## src/rtl/systolic_feeder_pkg.sv

```systemverilog
// ---------------------------------------------------------------------------
// systolic_pkg
// Shared definitions for the systolic array feeder:
//   feed_state_e : controller states (IDLE, LOAD_W, STREAM, DRAIN)
//   N_DEF        : default array rows/columns
//   X_W_DEF      : default activation width
//   W_W_DEF      : default weight width
//   cnt_width()  : width of a counter that indexes 0..n-1 (never below 1)
// ---------------------------------------------------------------------------
package systolic_pkg;

    localparam int N_DEF   = 8;
    localparam int X_W_DEF = 9;
    localparam int W_W_DEF = 9;

    typedef enum logic [1:0] {
        IDLE   = 2'd0,
        LOAD_W = 2'd1,
        STREAM = 2'd2,
        DRAIN  = 2'd3
    } feed_state_e;

    function automatic int cnt_width(input int n);
        return (n > 1) ? $clog2(n) : 1;
    endfunction

endpackage

```

## src/rtl/systolic_feeder_if.sv

```systemverilog
// ---------------------------------------------------------------------------
// systolic_feeder_if
// Handshake bundle between a weight/activation source and the feeder.
//   w_data  : one weight row, N signed lanes of W_W bits
//   w_v     : weight row valid
//   w_rdy   : weight row ready (row accepted when w_v && w_rdy)
//   in_data : one activation vector, N signed lanes of X_W bits
//   in_v    : activation vector valid
//   in_last : final vector of a batch, qualified by in_v
//   in_rdy  : activation ready (vector accepted when in_v && in_rdy)
// Modports: master = source side, slave = feeder side.
// ---------------------------------------------------------------------------
interface systolic_feeder_if
    import systolic_pkg::*;
#(
    parameter int N   = N_DEF,
    parameter int X_W = X_W_DEF,
    parameter int W_W = W_W_DEF
) ();

    logic [N*W_W-1:0] w_data;
    logic             w_v;
    logic             w_rdy;
    logic [N*X_W-1:0] in_data;
    logic             in_v;
    logic             in_last;
    logic             in_rdy;

    modport master (
        output w_data, w_v, in_data, in_v, in_last,
        input  w_rdy, in_rdy
    );

    modport slave (
        input  w_data, w_v, in_data, in_v, in_last,
        output w_rdy, in_rdy
    );

endinterface

```

## src/rtl/systolic_feeder_skew_line.sv

```systemverilog
// ---------------------------------------------------------------------------
// skew_line
// One lane of the activation skew: a DEPTH-stage delay line with a valid
// bit per stage.
//   clk_i, rst_i : clock, asynchronous active-low reset
//   d_i, v_i     : lane data and its valid strobe
//   q_o, v_o     : data and valid after DEPTH cycles
// ---------------------------------------------------------------------------
module skew_line
    import systolic_pkg::*;
#(
    parameter int DEPTH = 1,
    parameter int WIDTH = X_W_DEF
) (
    input  logic             clk_i,
    input  logic             rst_i,
    input  logic [WIDTH-1:0] d_i,
    input  logic             v_i,
    output logic [WIDTH-1:0] q_o,
    output logic             v_o
);

    logic [WIDTH-1:0] data_q [DEPTH];
    logic [DEPTH-1:0] valid_q;

    // Data stages only move when the stage feeding them holds a valid word,
    // so idle cycles leave the lane data parked instead of toggling it.
    // Valid bits shift every cycle so bubbles travel with the data.
    always_ff @(posedge clk_i or negedge rst_i) begin
        if (!rst_i) begin
            for (int i = 0; i < DEPTH; i++) begin
                data_q[i] <= '0;
            end
            valid_q <= '0;
        end else begin
            if (v_i) begin
                data_q[0] <= d_i;
            end
            valid_q[0] <= v_i;
            for (int i = 1; i < DEPTH; i++) begin
                if (valid_q[i-1]) begin
                    data_q[i] <= data_q[i-1];
                end
                valid_q[i] <= valid_q[i-1];
            end
        end
    end

    assign q_o = data_q[DEPTH-1];
    assign v_o = valid_q[DEPTH-1];

endmodule

```

## src/rtl/systolic_feeder.sv

```systemverilog
// ---------------------------------------------------------------------------
// systolic_feeder
// Loads N weight rows into a systolic array, then streams activation
// vectors into it with a diagonal skew (lane k delayed by k+1 cycles),
// drains for N cycles after the last vector and pulses done.
//   clk_i, rst_i  : clock, asynchronous active-low reset
//   bus (slave)   : weight and activation handshakes
//   w_o           : registered weight row broadcast to all array rows
//   w_wr_en_o     : one-hot row write enable, high for one cycle per row
//   x_o, x_v_o    : skewed activations and per-lane valid
//   mac_top_v_o   : top-row partial-sum valid (same as x_v_o)
//   busy_o        : controller not idle
//   done_o        : one-cycle pulse after the drain completes
//   vec_cnt_o     : accepted vectors in the current batch, saturating
//                   (present only when FEEDER_PERF_EN is defined)
// ---------------------------------------------------------------------------
module systolic_feeder
    import systolic_pkg::*;
#(
    parameter int N   = N_DEF,
    parameter int X_W = X_W_DEF,
    parameter int W_W = W_W_DEF
) (
    input  logic               clk_i,
    input  logic               rst_i,
    systolic_feeder_if.slave   bus,
    output logic [N*W_W-1:0]   w_o,
    output logic [N-1:0]       w_wr_en_o,
    output logic [N*X_W-1:0]   x_o,
    output logic [N-1:0]       x_v_o,
    output logic [N-1:0]       mac_top_v_o,
    output logic               busy_o,
    output logic               done_o
`ifdef FEEDER_PERF_EN
    ,
    output logic [15:0]        vec_cnt_o
`endif
);

    localparam int CNT_W = cnt_width(N);
    localparam logic [CNT_W-1:0] LAST_IDX = CNT_W'(N - 1);

    feed_state_e      state_q, state_d;
    logic [CNT_W-1:0] row_q, row_d;
    logic [CNT_W-1:0] drain_q, drain_d;
    logic             done_d;
    logic             w_acc;
    logic             in_acc;

    assign w_acc  = bus.w_v && ((state_q == IDLE) || (state_q == LOAD_W));
    assign in_acc = bus.in_v && (state_q == STREAM);

    // Controller state, row counter and drain counter.
    always_ff @(posedge clk_i or negedge rst_i) begin
        if (!rst_i) begin
            state_q <= IDLE;
            row_q   <= '0;
            drain_q <= '0;
            done_o  <= 1'b0;
        end else begin
            state_q <= state_d;
            row_q   <= row_d;
            drain_q <= drain_d;
            done_o  <= done_d;
        end
    end

    // Next-state logic and ready outputs. IDLE and LOAD_W behave the same
    // towards the weight port; the row counter is always 0 in IDLE, so the
    // first accepted row lands in row 0.
    always_comb begin
        state_d    = state_q;
        row_d      = row_q;
        drain_d    = drain_q;
        done_d     = 1'b0;
        bus.w_rdy  = 1'b0;
        bus.in_rdy = 1'b0;
        case (state_q)
            IDLE, LOAD_W: begin
                bus.w_rdy = 1'b1;
                if (bus.w_v) begin
                    if (row_q == LAST_IDX) begin
                        state_d = STREAM;
                        row_d   = '0;
                    end else begin
                        state_d = LOAD_W;
                        row_d   = row_q + 1'b1;
                    end
                end
            end
            STREAM: begin
                bus.in_rdy = 1'b1;
                if (bus.in_v && bus.in_last) begin
                    state_d = DRAIN;
                    drain_d = '0;
                end
            end
            DRAIN: begin
                if (drain_q == LAST_IDX) begin
                    state_d = IDLE;
                    drain_d = '0;
                    done_d  = 1'b1;
                end else begin
                    drain_d = drain_q + 1'b1;
                end
            end
            default: begin
                state_d = IDLE;
            end
        endcase
    end

    // Weight row register and one-hot write enable, both one cycle after
    // acceptance. The row value is held between writes.
    always_ff @(posedge clk_i or negedge rst_i) begin
        if (!rst_i) begin
            w_o       <= '0;
            w_wr_en_o <= '0;
        end else begin
            w_wr_en_o <= '0;
            if (w_acc) begin
                w_o              <= bus.w_data;
                w_wr_en_o[row_q] <= 1'b1;
            end
        end
    end

    // Lane k gets k+1 stages so vectors enter the array diagonally.
    for (genvar k = 0; k < N; k++) begin : g_lane
        skew_line #(
            .DEPTH (k + 1),
            .WIDTH (X_W)
        ) u_skew (
            .clk_i (clk_i),
            .rst_i (rst_i),
            .d_i   (bus.in_data[k*X_W +: X_W]),
            .v_i   (in_acc),
            .q_o   (x_o[k*X_W +: X_W]),
            .v_o   (x_v_o[k])
        );
    end

    assign mac_top_v_o = x_v_o;
    assign busy_o      = (state_q != IDLE);

`ifdef FEEDER_PERF_EN
    logic [15:0] vec_cnt_q;

    // Batch vector counter: restarts on every entry to STREAM so it reports
    // the current batch only, and sticks at all-ones instead of wrapping.
    always_ff @(posedge clk_i or negedge rst_i) begin
        if (!rst_i) begin
            vec_cnt_q <= '0;
        end else if ((state_q != STREAM) && (state_d == STREAM)) begin
            vec_cnt_q <= '0;
        end else if (in_acc && (vec_cnt_q != 16'hFFFF)) begin
            vec_cnt_q <= vec_cnt_q + 16'd1;
        end
    end

    assign vec_cnt_o = vec_cnt_q;
`endif

endmodule

```

## src/flat_wrapper.sv

```systemverilog
// flat-port wrapper written by rule: the top's interface ports become plain ports
module systolic_feeder_flat import systolic_pkg::*;
#(
    parameter int N   = N_DEF,
    parameter int X_W = X_W_DEF,
    parameter int W_W = W_W_DEF
)
  (clk_i, rst_i, w_o, w_wr_en_o, x_o, x_v_o, mac_top_v_o, busy_o, done_o, bus_w_data, bus_w_v, bus_in_data, bus_in_v, bus_in_last, bus_w_rdy, bus_in_rdy);
  systolic_feeder_if #(.N(N), .X_W(X_W), .W_W(W_W)) bus_i ();
  input  logic clk_i;
  input  logic rst_i;
  output logic [N*W_W-1:0] w_o;
  output logic [N-1:0] w_wr_en_o;
  output logic [N*X_W-1:0] x_o;
  output logic [N-1:0] x_v_o;
  output logic [N-1:0] mac_top_v_o;
  output logic busy_o;
  output logic done_o;
  input wire logic [$bits(bus_i.w_data)-1:0] bus_w_data;
  input wire logic [$bits(bus_i.w_v)-1:0] bus_w_v;
  input wire logic [$bits(bus_i.in_data)-1:0] bus_in_data;
  input wire logic [$bits(bus_i.in_v)-1:0] bus_in_v;
  input wire logic [$bits(bus_i.in_last)-1:0] bus_in_last;
  output wire logic [$bits(bus_i.w_rdy)-1:0] bus_w_rdy;
  output wire logic [$bits(bus_i.in_rdy)-1:0] bus_in_rdy;
  assign bus_i.w_data = bus_w_data;
  assign bus_i.w_v = bus_w_v;
  assign bus_i.in_data = bus_in_data;
  assign bus_i.in_v = bus_in_v;
  assign bus_i.in_last = bus_in_last;
  assign bus_w_rdy = bus_i.w_rdy;
  assign bus_in_rdy = bus_i.in_rdy;
  systolic_feeder #(.N(N), .X_W(X_W), .W_W(W_W)) u_core (.clk_i(clk_i), .rst_i(rst_i), .bus(bus_i), .w_o(w_o), .w_wr_en_o(w_wr_en_o), .x_o(x_o), .x_v_o(x_v_o), .mac_top_v_o(mac_top_v_o), .busy_o(busy_o), .done_o(done_o));
endmodule
```

## config.mk

```make
export PLATFORM = sky130hd
export DESIGN_NAME = systolic_feeder_flat
export DESIGN_NICKNAME = d
export VERILOG_FILES = /design/src/rtl/systolic_feeder_pkg.sv /design/src/rtl/systolic_feeder_if.sv /design/src/rtl/systolic_feeder_skew_line.sv /design/src/rtl/systolic_feeder.sv /design/src/flat_wrapper.sv
export SDC_FILE = /design/constraint.sdc
export NUM_CORES = 1
export LEC_CHECK = 0
export BUFFER_PORTS_ARGS = -buffer_cell sky130_fd_sc_hd__buf_4
export CAP_MARGIN = 15
export CELL_PAD_IN_SITES_DETAIL_PLACEMENT = 1
export CELL_PAD_IN_SITES_GLOBAL_PLACEMENT = 1
export CORE_MARGIN = 1.5
export CORE_UTILIZATION = 43
export DETAILED_ROUTE_END_ITERATION = 12
export PLACE_DENSITY = 0.76
export SYNTH_ARGS = -nofsm -noshare
export SYNTH_HDL_FRONTEND = slang
export SYNTH_HIERARCHICAL = 1
export SYNTH_SLANG_ARGS = --single-unit
```

## constraint.sdc

```tcl
create_clock -name clk_i -period 1.92 [get_ports clk_i]
set_clock_uncertainty 0.2 [all_clocks]
set_input_delay 0.096 -clock clk_i [delete_from_list [all_inputs] [get_ports clk_i]]
set_output_delay 0.096 -clock clk_i [all_outputs]
set_load 0.1 [all_outputs]
```

; Yosys cells after proc, flatten, opt, wreduce, memory -nomap -nowiden
; Cells that the tools add are included.
[classes]
n_addsub = 2
order_cmp = 2
eq_ne = 8
mux = 16
reduce_logical = 12
[op_table]
columns = cell, n
row1 = $mux W3, 3
row2 = $mux W2, 4
row3 = $mux W8, 1
row4 = $add A3 B1 Y3 const B, 2
row5 = $eq A3 B3 Y1 const B, 2
row6 = $pmux W2 S3, 1
row7 = $pmux W3 S2, 1
row8 = $mux W1, 5
row9 = $eq A2 B2 Y1 const B, 2
row10 = $logic_and A1 B1 Y1, 4
row11 = $lt A3 B4 Y1 const B, 1
row12 = $ne A2 B2 Y1 const B, 2
row13 = $reduce_and A2 Y1, 2
row14 = $reduce_bool A2 Y1, 2
row15 = $demux W1 S3, 1
row16 = $ge A3 B1 Y1 const B, 1
row17 = $reduce_and A3 Y1, 1
row18 = $eq A2 B1 Y1 const B, 1
row19 = $logic_not A2 Y1, 1
row20 = $ne A2 B1 Y1 const B, 1
row21 = $reduce_or A2 Y1, 1
row22 = $logic_or A1 B1 Y1, 1
[word_totals]
reg_bits = 449
in_bits = 149
output_inout_bits = 172
wordCells = 90

; Logic depth before layout (Yosys ltp)
[depth]
word_depth = 5
depth_mapped = 5
mapped_depth_nobuf = 4

; Hierarchy
; Netlist, hierarchy kept.
[by_module_without_submodules]
columns = module, instances, cells_each, area_each_um2, seq_area_each_um2
row1 = systolic_feeder, 1, 221, 3734.8, 2227.1
row2 = skew_line at u_core.g_lane[7].u_skew, 1, 169, 3240.6, 2001.9
row3 = skew_line at u_core.g_lane[6].u_skew, 1, 149, 2844.0, 1751.7
row4 = skew_line at u_core.g_lane[5].u_skew, 1, 129, 2447.3, 1501.4
row5 = skew_line at u_core.g_lane[4].u_skew, 1, 109, 2050.7, 1251.2
row6 = skew_line at u_core.g_lane[3].u_skew, 1, 89, 1654.1, 1001.0
row7 = skew_line at u_core.g_lane[2].u_skew, 1, 69, 1257.5, 750.7
row8 = skew_line at u_core.g_lane[1].u_skew, 1, 49, 860.8, 500.5
row9 = skew_line at u_core.g_lane[0].u_skew, 1, 20, 396.6, 250.2

; Worst setup path after synthesis
; No wires, ideal clock.
[synth_path]
kind = flip-flop to flip-flop
from = register u_core.state_q[1]
to = register u_core.g_lane[0].u_skew.data_q (netlist bit u_core/g_lane[0].u_skew/q_o[0])
setup_ns = 0.126
t_arrival_ns = 3.208
required_ns = 1.594
setup_slack_ns = -1.614
stages_incl_launch_ff = 6
n_path_buf = 2
period_less_slack_ns = 3.534
path_cell_list = dfrtp_1 -> clkbuf_1 -> nor2b_1 -> and2_1 -> buf_6 -> mux2_4
[synth_via]
elab_chain_cells = 2
[synth_rtl]
columns = element, line_no
row1 = start: declaration, systolic_feeder.sv:43  ; feed_state_e state_q, state_d;
row2 = start signal: assignment, systolic_feeder.sv:61  ; state_q <= state_d;
row3 = $eq A2 B2 Y1, systolic_feeder.sv:51  ; assign in_acc = bus.in_v && (state_q == STREAM);
row4 = $logic_and A1 B1 Y1, systolic_feeder.sv:51
row5 = net u_core.in_acc, systolic_feeder.sv:48  ; logic in_acc;
row6 = end signal: indexed assignment, systolic_feeder_skew_line.sv:42  ; data_q[i] <= data_q[i-1];
row7 = end: declaration, systolic_feeder_skew_line.sv:23  ; logic [WIDTH-1:0] data_q [DEPTH];
; The timed path passes the listed nets, and every way through them passes these cells.
; A chain may end at the register's enable or synchronous reset.

; Worst setup path in the final report
[layout_path]
from = register u_core.state_q[1]
to = output busy_o
[layout_via]
elab_chain_cells = 1
[layout_rtl]
columns = element, line_no
row1 = $reduce_bool A2 Y1, systolic_feeder.sv:144  ; assign busy_o = (state_q != IDLE);
row2 = end: declaration, flat_wrapper.sv:17  ; output logic busy_o;
; No other way between the ends.

==> results.md <==
* Outcome: finished clean
* Actual slew at the worst max-slew pin at around 0.75 ns
* Finished Layout Cells at slightly above 2000
* WP data required at between 1.5 and 2 ns
* TritonRoute pass-1 iters at 4
* Count of final setup violators at 0
* Avg Synthesized Cell Area at 18.4 sq um
* Critical Path End Type: primary output
* Post-Syn Instances at about 1000
* DRC at 0
* Most frequent cells in the layout: 448 x dfrtp_1, 374 x mux2_4, 339 x buf_4
* Unrepaired setup endpoints after global routing: no
* Initial antenna violation count at 2
* Vias in the first global route at between 10000 and 15000
* Via count at 9825
* Placed cell area at 20900 sq um
* Die Height at 210 um
* Most common cell after layout, fill and taps aside: dfrtp_1
* GR Overflow Total at 0
* Row Count at 75
* Num CTS Buffers at between 40 and 50
* Yosys warns at 6
* First-pass GRT wire length at between 70000 and 80000 um
* Synthesized Nets at between 1000 and 1500
* TritonCTS clock tree: yes
* Seq/Total Area, Yosys at 60.8%
* Final instance area at roughly 24000 sq um
* Worst hold path type: in2async
* R2r startpoint: u_core/state_q[0]
* Die area at ~44000 sq um
* Die width at about 210 um
* Crit path kind: reg2out
* Tmin final at between 1.5 and 2 ns
* Max_cap viols at 0
* First-iteration detailed-routing DRC count at between 300 and 400
* Area Overhead vs Synth at 30.4%
* H-tree depth at 2
* Largest net degree at the start of global routing at 59
* Reg2Reg Setup Slack at 0.07 ns
* Hpwl dp at 26500 um
* RD Place Congestion at 0.749
* Synth unique cells at 27
* Synth Cell Area at approximately 18000 sq um
* Maximum clock frequency at 0.537 GHz
* All-Layer GR Usage at 21.0%
* CP max FO at 10
* Dpl cells at 1778
* Clk_lat worst skew at approximately 0.57 ns
* Clk root buf: clkbuf_16
* Clock-pin slew on the worst setup and hold paths at around 0.060 ns
* I/O Buffers at 320
* Placeable Area at 42200 sq um
* Startpoint Class: flop
* Final worst-path cycle share at between 90% and 100%
* Reg2reg end: u_core/g_lane[3].u_skew/data_q[28]
* Routed wire length per instance at roughly 22 um
* Final WL at 45400 um
* Relative slew slack at roughly 50%
* Final antenna-violating net count at 0
* IO Pins at ~320
* Final Hold Slack at between 0.06 and 0.07 ns
* Worst r2r path cells at 5
* CP arrival at approximately 1.6 ns
* Final Hold Fails at 0
* Final-report max-slew violation count at 0
* CTS Sinks at between 400 and 500
* TNS Setup at 0 ns
* Clock buffer depth at 3
* Vias per inst at 4.87
* Final #Nets at roughly 1600
* Synth Register Bits at 449
* Share of post-route cells with drive strength above 1 at between 50% and 60%
* Initial Util at a little over two fifths
==> layout make-up <==
class,instances,area [sq um]
clock buffer,72,1440
sequential,449,11200
clock inverter,16,243
fill,3813,18100
inverter,1,3.75
antenna,1,2.50
multi-input combinational,438,6180
tap,539,674
timing repair buffer,502,4320
==> per-stage QoR <==
stage,util (%),setup WS (ns)
2_1_floorplan,-,-0.345
3_3_place_gp,49.4,0.220
3_5_place_dp,49.4,0.187
4_1_cts,57.1,0.0328
5_1_grt,57.1,0.00527
6_report,57.1,0.0570
==> cells by family after synthesis <==
kind of cell	after synthesis	share of synthesized area, %
adders and majority gates	4	0.271
AOI/OAI and AO/OA	7	0.298
buffers and inverters	117	5.85
and+or+nand+nor	28	0.907
DFF	449	60.8
muxes	399	31.9
==> state kept, by name, indices dropped and copies added (netlist names) <==
signal and cells:
u_core/g_lane.u_skew/valid_q 35, u_core/w_o 72, u_core/g_lane.u_skew/v_o 1, u_core/g_lane.u_skew/q_o 72, u_core/drain_q 3, u_core/state_q 2
u_core/row_q 3, u_core/w_wr_en_o 8, u_core/g_lane.u_skew/data_q 252, u_core/done_o 1
==> how the worst max path moves through the flow <==
stage,start,to,slack (ns),cells past startpoint
5_1_grt,u_core/state_q[1],u_core/g_lane[3].u_skew/data_q[28],0.005,5
6_report,u_core/state_q[1],busy_o,0.06,3
3_5_place_dp,u_core/state_q[1],u_core/g_lane[5].u_skew/data_q[48],0.19,4
3_3_place_gp,u_core/state_q[1],u_core/g_lane[3].u_skew/data_q[32],0.22,4
4_1_cts,u_core/state_q[1],busy_o,0.03,3
2_1_floorplan,u_core/state_q[1],u_core/g_lane[0].u_skew/q_o[0],-0.35,5
==> critical path, stage by stage, from the launching register on <==
cell     delay (ns)
dfrtp_2        0.40
buf_4          0.16
or2_4          0.26
buf_12         0.17
==> layer usage <==
| layer | global-route usage, % | up-vias | part of all wire [%] |
|---|---|---|---|
| met1 | 24.5 | 5125 | 40 |
| met2 | 37.5 | 313 | 52 |
| li1 | - | 4294 | - |
| met3 | 4.56 | 91 | 5.0 |
| met4 | 8.21 | 2 | 3.1 |
| met5 | 0 | - | 0.029 |
==> repair_timing <==
item                                    in CTS  in global routing
endpoints found under the setup margin       1                  1
gates cloned                                 0                  0
resized for setup                            4                  1
hold buffers                               149                  0
endpoints found under the hold margin      615                  0
setup buffers                                2                  0
==> cell usage after synthesis <==
library cell | count | share of area [%]
a211o_1 | 3 | 0.14
a21bo_2 | 1 | 0.054
a21oi_1 | 1 | 0.027
and2_1 | 2 | 0.068
and2b_1 | 2 | 0.081
and3_1 | 3 | 0.10
buf_12 | 6 | 0.65
buf_4 | 73 | 3.0
buf_6 | 36 | 2.2
clkbuf_1 | 1 | 0.020
dfrtp_1 | 449 | 61
ha_1 | 4 | 0.27
inv_1 | 1 | 0.020
mux2_2 | 25 | 1.5
mux2_4 | 374 | 30
nand2_1 | 2 | 0.041
nand2b_1 | 3 | 0.10
nand3b_1 | 1 | 0.041
nor2_1 | 5 | 0.10
nor2b_1 | 2 | 0.068
nor2b_4 | 1 | 0.074
nor3_1 | 4 | 0.11
nor4_1 | 1 | 0.034
nor4bb_1 | 1 | 0.054
o21ai_0 | 1 | 0.027
o32ai_1 | 1 | 0.047
or2_2 | 1 | 0.034
Power is not shown: default switching activity piles up to over one toggle a cycle in this logic, so the estimate is an artifact.
